## config.mk

```make
export PLATFORM = sky130hd
export DESIGN_NAME = boot_loader_flat
export DESIGN_NICKNAME = d
export VERILOG_FILES = /design/src/rtl/boot_loader_if.sv /design/src/rtl/boot_loader.sv /design/src/flat_wrapper.sv
export SDC_FILE = /design/constraint.sdc
export NUM_CORES = 1
export LEC_CHECK = 0
export BUFFER_PORTS_ARGS = -buffer_cell sky130_fd_sc_hd__buf_2
export CAP_MARGIN = 10
export CORE_ASPECT_RATIO = 0.7
export CORE_UTILIZATION = 45
export CTS_BUF_LIST = sky130_fd_sc_hd__clkbuf_2 sky130_fd_sc_hd__clkbuf_4 sky130_fd_sc_hd__clkbuf_8
export CTS_CLUSTER_SIZE = 30
export DETAILED_ROUTE_END_ITERATION = 10
export PLACE_DENSITY = 0.72
export SETUP_SLACK_MARGIN = 0.3
export SLEW_MARGIN = 20
export SYNTH_ARGS = -nofsm -noshare
export SYNTH_HDL_FRONTEND = slang
export SYNTH_SLANG_ARGS = --single-unit
export TNS_END_PERCENT = 30
```

## constraint.sdc

```tcl
create_clock -name clk -period 3.1 [get_ports clk]
set_input_delay 0.31 -clock clk [delete_from_list [all_inputs] [get_ports clk]]
set_output_delay 0.31 -clock clk [all_outputs]
set_load 0.005 [all_outputs]
```

## src/rtl/boot_loader_if.sv

```systemverilog
// Upstream word stream plus instruction/data BRAM write ports and core handoff
// signals of the boot loader.
interface boot_loader_if;
   logic        s_valid;
   logic [31:0] s_data;
   logic        s_ready;
   logic [9:0]  i_w_addr;
   logic [31:0] i_w_dat;
   logic        i_w_enb;
   logic [9:0]  d_w_addr;
   logic [31:0] d_w_dat;
   logic        d_w_enb;
   logic        d_bram_init_done;
   logic        pc_stall;
   logic        i_r_enb;
   logic        load_err;

   // Upstream source / system side.
   modport master (
      output s_valid, s_data,
      input  s_ready, i_w_addr, i_w_dat, i_w_enb, d_w_addr, d_w_dat, d_w_enb,
      input  d_bram_init_done, pc_stall, i_r_enb, load_err
   );

   // Loader side.
   modport slave (
      input  s_valid, s_data,
      output s_ready, i_w_addr, i_w_dat, i_w_enb, d_w_addr, d_w_dat, d_w_enb,
      output d_bram_init_done, pc_stall, i_r_enb, load_err
   );
endinterface

```

## src/rtl/boot_loader.sv

```systemverilog
// Streams a tagged header, ND data words and NI instruction words into the BRAMs,
// then releases the core. Optional trailing XOR checksum: BOOT_LOADER_CHECKSUM_EN.
module boot_loader #(
   parameter logic [15:0] MAGIC = 16'hB007
) (
   input  logic         clk,
   input  logic         rst,
   boot_loader_if.slave bus
);

   typedef enum logic [2:0] {
      HDR    = 3'd0,
      LOAD_D = 3'd1,
      LOAD_I = 3'd2,
      CHK    = 3'd3,
      DONE   = 3'd4,
      ERR    = 3'd5
   } state_t;

`ifdef BOOT_LOADER_CHECKSUM_EN
   localparam state_t PAYLOAD_END = CHK;
`else
   localparam state_t PAYLOAD_END = DONE;
`endif

   function automatic logic [31:0] csum_step(input logic [31:0] acc, input logic [31:0] word);
      csum_step = acc ^ word;
   endfunction

   state_t      state_q;
   state_t      state_d;
   logic [7:0]  nd_q;
   logic [7:0]  ni_q;
   logic [7:0]  cnt_q;
   logic        s_ready_q;
   logic [9:0]  i_w_addr_q;
   logic [31:0] i_w_dat_q;
   logic        i_w_enb_q;
   logic [9:0]  d_w_addr_q;
   logic [31:0] d_w_dat_q;
   logic        d_w_enb_q;
   logic        init_done_q;
   logic        pc_stall_q;
   logic        i_r_enb_q;
   logic        load_err_q;
`ifdef BOOT_LOADER_CHECKSUM_EN
   logic [31:0] csum_q;
`endif
   logic        beat_s;

   // s_ready is a register, so the beat qualifier never loops back through s_valid.
   assign beat_s = bus.s_valid & s_ready_q;

   // Next-state decision; only an accepted beat moves the FSM.
   always_comb begin
      state_d = state_q;
      if (beat_s) begin
         case (state_q)
            HDR: begin
               if (bus.s_data[31:16] != MAGIC) begin
                  state_d = ERR;
               end else if (bus.s_data[7:0] != 8'd0) begin
                  state_d = LOAD_D;
               end else if (bus.s_data[15:8] != 8'd0) begin
                  state_d = LOAD_I;
               end else begin
                  state_d = PAYLOAD_END;
               end
            end
            LOAD_D: begin
               if (cnt_q == nd_q - 8'd1) begin
                  state_d = (ni_q != 8'd0) ? LOAD_I : PAYLOAD_END;
               end else begin
                  state_d = LOAD_D;
               end
            end
            LOAD_I: begin
               if (cnt_q == ni_q - 8'd1) begin
                  state_d = PAYLOAD_END;
               end else begin
                  state_d = LOAD_I;
               end
            end
            CHK: begin
`ifdef BOOT_LOADER_CHECKSUM_EN
               state_d = (bus.s_data == csum_q) ? DONE : ERR;
`else
               state_d = ERR;
`endif
            end
            default: state_d = state_q;
         endcase
      end else begin
         state_d = state_q;
      end
   end

   // State, counters and all registered outputs.
   always_ff @(posedge clk or posedge rst) begin
      if (rst) begin
         state_q     <= HDR;
         nd_q        <= 8'd0;
         ni_q        <= 8'd0;
         cnt_q       <= 8'd0;
         s_ready_q   <= 1'b0;
         i_w_addr_q  <= 10'd0;
         i_w_dat_q   <= 32'd0;
         i_w_enb_q   <= 1'b0;
         d_w_addr_q  <= 10'd0;
         d_w_dat_q   <= 32'd0;
         d_w_enb_q   <= 1'b0;
         init_done_q <= 1'b0;
         pc_stall_q  <= 1'b1;
         i_r_enb_q   <= 1'b0;
         load_err_q  <= 1'b0;
`ifdef BOOT_LOADER_CHECKSUM_EN
         csum_q      <= 32'd0;
`endif
      end else begin
         state_q   <= state_d;
         s_ready_q <= (state_d == HDR) || (state_d == LOAD_D) ||
                      (state_d == LOAD_I) || (state_d == CHK);
         i_w_enb_q <= 1'b0;
         d_w_enb_q <= 1'b0;
         if (beat_s) begin
            case (state_q)
               HDR: begin
                  nd_q  <= bus.s_data[7:0];
                  ni_q  <= bus.s_data[15:8];
                  cnt_q <= 8'd0;
`ifdef BOOT_LOADER_CHECKSUM_EN
                  csum_q <= bus.s_data;
`endif
               end
               LOAD_D: begin
                  d_w_enb_q  <= 1'b1;
                  d_w_addr_q <= {cnt_q, 2'b00};
                  d_w_dat_q  <= bus.s_data;
                  // Counter restarts at zero for the instruction section.
                  cnt_q      <= (state_d == LOAD_D) ? cnt_q + 8'd1 : 8'd0;
`ifdef BOOT_LOADER_CHECKSUM_EN
                  csum_q     <= csum_step(csum_q, bus.s_data);
`endif
               end
               LOAD_I: begin
                  i_w_enb_q  <= 1'b1;
                  i_w_addr_q <= {cnt_q, 2'b00};
                  i_w_dat_q  <= bus.s_data;
                  cnt_q      <= (state_d == LOAD_I) ? cnt_q + 8'd1 : 8'd0;
`ifdef BOOT_LOADER_CHECKSUM_EN
                  csum_q     <= csum_step(csum_q, bus.s_data);
`endif
               end
               default: begin
                  cnt_q <= cnt_q;
               end
            endcase
         end
         if (state_d == DONE) begin
            init_done_q <= 1'b1;
            pc_stall_q  <= 1'b0;
            i_r_enb_q   <= 1'b1;
         end
         if (state_d == ERR) begin
            load_err_q  <= 1'b1;
            pc_stall_q  <= 1'b1;
            init_done_q <= 1'b0;
         end
      end
   end

   assign bus.s_ready          = s_ready_q;
   assign bus.i_w_addr         = i_w_addr_q;
   assign bus.i_w_dat          = i_w_dat_q;
   assign bus.i_w_enb          = i_w_enb_q;
   assign bus.d_w_addr         = d_w_addr_q;
   assign bus.d_w_dat          = d_w_dat_q;
   assign bus.d_w_enb          = d_w_enb_q;
   assign bus.d_bram_init_done = init_done_q;
   assign bus.pc_stall         = pc_stall_q;
   assign bus.i_r_enb          = i_r_enb_q;
   assign bus.load_err         = load_err_q;

endmodule

```

## src/flat_wrapper.sv

```systemverilog
// flat-port wrapper written by rule: the top's interface ports become plain ports
module boot_loader_flat 
#(
   parameter logic [15:0] MAGIC = 16'hB007
)
  (clk, rst, bus_s_valid, bus_s_data, bus_s_ready, bus_i_w_addr, bus_i_w_dat, bus_i_w_enb, bus_d_w_addr, bus_d_w_dat, bus_d_w_enb, bus_d_bram_init_done, bus_pc_stall, bus_i_r_enb, bus_load_err);
  boot_loader_if bus_i ();
  input  logic clk;
  input  logic rst;
  input wire logic [$bits(bus_i.s_valid)-1:0] bus_s_valid;
  input wire logic [$bits(bus_i.s_data)-1:0] bus_s_data;
  output wire logic [$bits(bus_i.s_ready)-1:0] bus_s_ready;
  output wire logic [$bits(bus_i.i_w_addr)-1:0] bus_i_w_addr;
  output wire logic [$bits(bus_i.i_w_dat)-1:0] bus_i_w_dat;
  output wire logic [$bits(bus_i.i_w_enb)-1:0] bus_i_w_enb;
  output wire logic [$bits(bus_i.d_w_addr)-1:0] bus_d_w_addr;
  output wire logic [$bits(bus_i.d_w_dat)-1:0] bus_d_w_dat;
  output wire logic [$bits(bus_i.d_w_enb)-1:0] bus_d_w_enb;
  output wire logic [$bits(bus_i.d_bram_init_done)-1:0] bus_d_bram_init_done;
  output wire logic [$bits(bus_i.pc_stall)-1:0] bus_pc_stall;
  output wire logic [$bits(bus_i.i_r_enb)-1:0] bus_i_r_enb;
  output wire logic [$bits(bus_i.load_err)-1:0] bus_load_err;
  assign bus_i.s_valid = bus_s_valid;
  assign bus_i.s_data = bus_s_data;
  assign bus_s_ready = bus_i.s_ready;
  assign bus_i_w_addr = bus_i.i_w_addr;
  assign bus_i_w_dat = bus_i.i_w_dat;
  assign bus_i_w_enb = bus_i.i_w_enb;
  assign bus_d_w_addr = bus_i.d_w_addr;
  assign bus_d_w_dat = bus_i.d_w_dat;
  assign bus_d_w_enb = bus_i.d_w_enb;
  assign bus_d_bram_init_done = bus_i.d_bram_init_done;
  assign bus_pc_stall = bus_i.pc_stall;
  assign bus_i_r_enb = bus_i.i_r_enb;
  assign bus_load_err = bus_i.load_err;
  boot_loader #(.MAGIC(MAGIC)) u_core (.clk(clk), .rst(rst), .bus(bus_i));
endmodule
```

Word-level counts from Yosys, hierarchy flattened
Cells that the tools add are included.
Widths: inputs -> output; s select.
{"block": "op_classes", "eq_ne": 11, "addsub": 3, "bitwise_logic": 1, "reduce_logical": 14, "n_mux": 19}
{"cell": "$pmux 8 s3", "n": 1}
{"cell": "$reduce_bool 8->1", "n": 3}
{"cell": "$mux 3", "n": 7}
{"cell": "$eq 8x8->1", "n": 2}
{"cell": "$mux 8", "n": 2}
{"cell": "$ne 16x16->1 const B", "n": 1}
{"cell": "$sub 8x1->8 const B", "n": 2}
{"cell": "$eq 3x2->1 const B", "n": 4}
{"cell": "$pmux 3 s4", "n": 1}
{"cell": "$add 8x1->8 const B", "n": 1}
{"cell": "$mux 1", "n": 8}
{"cell": "$reduce_and 2->1", "n": 4}
{"cell": "$eq 3x1->1 const B", "n": 2}
{"cell": "$eq 3x3->1 const B", "n": 2}
{"cell": "$logic_not 3->1", "n": 2}
{"cell": "$logic_or 1x1->1", "n": 3}
{"cell": "$reduce_bool 3->1", "n": 1}
{"cell": "$reduce_bool 2->1", "n": 1}
{"cell": "$and 1x1->1", "n": 1}
{"block": "word_totals", "output_inout_bits": 91, "elab_cells": 63, "register_bits": 114, "in_bits": 35}

Logic depth before layout (Yosys ltp)
{"block": "depth", "ltp_word": 10, "depth_mapped": 9, "ltp_nobuf": 9}

Worst setup path before layout
No wires, ideal clock.
{"block": "synth_timing", "path_type": "flip-flop to flip-flop", "from": "register u_core.nd_q[0]", "to": "register u_core.init_done_q (netlist: u_core.bus.d_bram_init_done)", "setup_time_ns": 0.120, "period_less_slack_ns": 2.425, "arrival_time_ns": 2.305, "path_slack_ns": 0.675, "stages_incl_launch_ff": 9, "required_time_ns": 2.980, "path_buffers": 0, "cell_sequence": "dfrtp_1 inv_1 ha_1 xor2_1 nand2_1 or4_4 o311a_4 a211o_1 o211a_1"}
{"block": "synth_via", "elab_chain_len": 7, "elab_cells_between_ends": 9, "classes_between": "1 x add/sub; 3 x eq/ne; 4 x mux; 1 x reduce/logical"}
{"item": "start, declared", "line_no": "boot_loader.sv:32", "text": "logic [7:0] nd_q;"}
{"item": "start signal, assigned", "line_no": "boot_loader.sv:128", "text": "nd_q <= bus.s_data[7:0];"}
{"item": "$sub 8x1->8 *", "line_no": "boot_loader.sv:71", "text": "if (cnt_q == nd_q - 8'd1) begin"}
{"item": "$eq 8x8->1 *", "line_no": "boot_loader.sv:71"}
{"item": "$mux 3 *", "line_no": "boot_loader.sv:71"}
{"item": "$pmux 3 s4 *", "line_no": "boot_loader.sv:58", "text": "case (state_q)"}
{"item": "$mux 3 *", "line_no": "boot_loader.sv:57", "text": "if (beat_s) begin"}
{"item": "$eq 3x3->1 (on tied branches)", "line_no": "boot_loader.sv:164, boot_loader.sv:159"}
{"item": "$mux 1 or $reduce_bool 2->1 (tied branches)"}
{"item": "end signal, assigned", "line_no": "boot_loader.sv:112", "text": "init_done_q <= 1'b0;"}
{"item": "end signal, assigned", "line_no": "boot_loader.sv:160", "text": "init_done_q <= 1'b1;"}
{"item": "end signal, assigned", "line_no": "boot_loader.sv:167", "text": "init_done_q <= 1'b0;"}
{"item": "end, declared", "line_no": "boot_loader.sv:42", "text": "logic init_done_q;"}
Every way passes the cells marked *; elsewhere a longest branch is shown, timed or not.
A chain may end at the register's enable or synchronous reset.

Worst setup path in the final report
{"block": "layout_timing", "from": "register u_core.nd_q[5]", "to": "register u_core.cnt_q[7]"}
{"block": "layout_via", "elab_chain_len": 8, "elab_cells_between_ends": 10, "classes_between": "1 x add/sub; 3 x eq/ne; 6 x mux"}
{"item": "$sub 8x1->8 *", "line_no": "boot_loader.sv:71"}
{"item": "$eq 8x8->1 *", "line_no": "boot_loader.sv:71"}
{"item": "$mux 3 *", "line_no": "boot_loader.sv:71"}
{"item": "$pmux 3 s4 *", "line_no": "boot_loader.sv:58"}
{"item": "$mux 3 *", "line_no": "boot_loader.sv:57"}
{"item": "$eq 3x2->1 or $eq 3x1->1 (tied branches)", "line_no": "boot_loader.sv:149, boot_loader.sv:140"}
{"item": "$mux 8 (on tied branches)", "line_no": "boot_loader.sv:149, boot_loader.sv:140"}
{"item": "$pmux 8 s3 *", "line_no": "boot_loader.sv:126", "text": "case (state_q)"}
{"item": "end signal, assigned", "line_no": "boot_loader.sv:140", "text": "cnt_q <= (state_d == LOAD_D) ? cnt_q + 8'd1 : 8'd0;"}
{"item": "end signal, assigned", "line_no": "boot_loader.sv:149", "text": "cnt_q <= (state_d == LOAD_I) ? cnt_q + 8'd1 : 8'd0;"}
{"item": "end signal, assigned", "line_no": "boot_loader.sv:155", "text": "cnt_q <= cnt_q;"}
{"item": "end, declared", "line_no": "boot_loader.sv:34", "text": "logic [7:0] cnt_q;"}
Marks and branches as above.

==> impl_metrics.toml <==
[outcome]
status = "finished, final reports clean"

[placed_design]
dp.cells = 658
place_congestion = 0.9491
hpwl_mm = 8.014
io_buffers = 121

[sta]
finalMaxSlewViolations = 0
rsz0062_at_grt = "no"
whs_ns = 0.1385
worst_pin_slew_ns = 0.9065
tns_ns = 0
period_share = 0.8464
fin_skew_ns = 0.01280
setup_violations = 0
max_freq_mhz = 381.1
period_minus_slack_ns = 2.624
hold_viol_final = 0
slew_headroom = 0.3919

[floorplan]
core_sq_um = 11050
fp.dieH_microns = 91.18
io_pins = 126
die_w_microns = 129.4
dieArea_sq_um = 11800
start_util = 0.4626
num_rows = 32

[yosys]
yosysWarnings = 0
synth_edf_count = 0
yosysSeqAreaShare = 0.5582
synth_seq_cells = 114
dominantRegCellSynth = "dfrtp_1"
netlist_area_sq_um = 5112
avgSynthCellArea_sq_um = 12.91
ys_types = 62
async_reset_ff_frac = 1.000
synth_cells = 396

[routing]
num_vias = 3636
drc_errors = 0
drt_pre_antenna_iters = 5
drtIter0Drc = 201
antenna_left = 0
wirelength_mm = 11.32
wire_per_inst_microns = 16.41
vias_per_cell = 5.270

[setup_path]
start_kind = "register"
cpPeakStageDelay_ns = 0.46
endpoint_kind = "register"
cp_num_buf_inv = 0
cp.required_ns = 3.39
crit_family = "compound AO/OA/AOI/OAI gates"
path_max_fanout = 6
cpMaxStageDelayCell = "or4_4"
crit_type = "register to register"
path_cells = "xnor2_1, a21boi_0, o22ai_1, or4_4, o311ai_1, and2_1, a41oi_1"
arrival_ns = 2.91

[worst_hold_path]
hold_class = "primary input to register"

[finish]
drive_above_1_share = 0.4953
syn_to_final_growth_pct = 23.96
final_common_cell = "buf_2"
seqCellArea_sq_um = 2854
instances_no_fill = 690
nets = 564
diodes = 0
layout_common_cells = "buf_2, dfrtp_1, mux2_2"
multi_input_area_sq_um = 2133
fillers = 936

[clock_tree]
clk_pin_slew_ns = 0.07
root_buffer = "clkbuf_8"
clk_path_buf_depth = 2
tritoncts = "built"
cts_buffers = 17
htreeDepth = 4
clock-sinks = 114
clk_latency_ns = 0.43

[global_routing]
grt_pass1_wl_mm = 18.94
grt_overflow_total = 0
antenna_found_initial = 0
first_global_vias = 3725
grt_use_total = 0.2134
grt_max_degree = 94

[power]
p_leak_nw = 3.206
cellPowerDensity_nw_per_um2 = 776.3
ir_drop_uv = 366.5

[flow_run]
maxCapViolations = 0
[per-layer routing]
metal,wire length [microns],track usage,vias up
met3,662,0.07071,11
li1,-,-,1670
met4,133,0.07353,0
met1,5487,0.2980,1838
met5,0,0,-
met2,5039,0.3091,117
[timing repair]
action | 4_1_cts | 5_1_grt
buffers inserted | 0 | 0
gates resized for setup | 0 | 1
endpoints found under the hold margin | 21 | 0
hold buffers | 1 | 0
setup endpoints to repair | 0 | 3
[power by group]
group          switching, mW  internal [mW]  total [mW]
logic                  0.598          0.698        1.30
clock network          0.573          0.870        1.44
registers              0.310           1.87        2.18
[flip-flops by register name, indices dropped and copies added, names as in the netlist]
register and flops:
u_core.bus.d_w_enb 1, u_core.bus.load_err 1, u_core.bus.i_w_dat 32, u_core.bus.i_w_enb 1
u_core.bus.d_bram_init_done 1, u_core.bus.i_w_addr 8, u_core.bus.s_ready 1, u_core.state_q 3
u_core.nd_q 8, u_core.bus.d_w_addr 8, u_core.ni_q 8, u_core.bus.d_w_dat 32
u_core.bus.pc_stall 1, u_core.cnt_q 8, u_core.bus.i_r_enb 1
[area by class of cell]
cell class              count  share of cell area
multi-input cells         252              0.3366
inverters                  11            0.007108
repair buffers            129              0.1094
flip-flops and latches    114              0.4503
well taps                 153             0.03021
clock inverters            10             0.02073
clock buffers              21             0.04561
[path summary, 6_finish.rpt]
check,start,end,slack [ns],cells after the start
min,bus_s_data[29],u_core.bus.d_w_dat[29],0.14,2
max,u_core.nd_q[5],u_core.cnt_q[7],0.48,7
max in group asynchronous,rst,u_core.bus.i_r_enb,1.78,4
max reg2reg,u_core.nd_q[5],u_core.cnt_q[7],0.48,7
min reg2reg,u_core.bus.load_err,u_core.bus.load_err,0.48,1
min in group asynchronous,rst,u_core.bus.i_w_dat[15],0.46,3
[cell usage after synthesis, types with 3 or more instances]
master | instances | share of area
ha_1 | 4 | 0.0098
nor2_1 | 14 | 0.010
mux2_2 | 92 | 0.20
nand3b_1 | 4 | 0.0059
a211o_1 | 3 | 0.0051
nor4_1 | 6 | 0.0073
clkbuf_1 | 11 | 0.0081
a21o_1 | 3 | 0.0044
o21ai_0 | 10 | 0.0098
nand3_1 | 6 | 0.0059
dfrtp_1 | 113 | 0.55
buf_2 | 3 | 0.0029
nand2_1 | 21 | 0.015
nor2b_1 | 5 | 0.0061
buf_4 | 4 | 0.0059
nor3_1 | 8 | 0.0078
xor2_1 | 11 | 0.019
a21oi_1 | 5 | 0.0049
xnor2_1 | 10 | 0.017
or3_1 | 3 | 0.0037
inv_1 | 10 | 0.0073
[per-stage QoR]
step                      instance area [sq um]  setup WS (ns)  utilization  power, mW
after detailed placement                   5904         0.5051       0.5343      3.493
final                                      6337         0.4762       0.5735      4.920
after global placement                     5904         0.5859       0.5343      3.424
after floorplan                            5127         0.6746            -      2.980
after CTS                                  6335         0.4947       0.5733      4.963
after global routing                       6337         0.3353       0.5735      5.247
[cell families (layout without fill, tap and decap cells)]
logic type,after synthesis,after routing,synth area share
flip-flops,114,114,0.5582
multiplexers,93,93,0.2046
AND/OR/NAND/NOR,87,87,0.09814
AO/OA/AOI/OAI,43,43,0.06290
buffers and inverters,33,171,0.02961
XOR/XNOR,21,21,0.03598
adder cells (fa/ha/maj),4,4,0.009790
other,1,4,0.0007335
No activity file was read; power rests on OpenSTA's default activity.
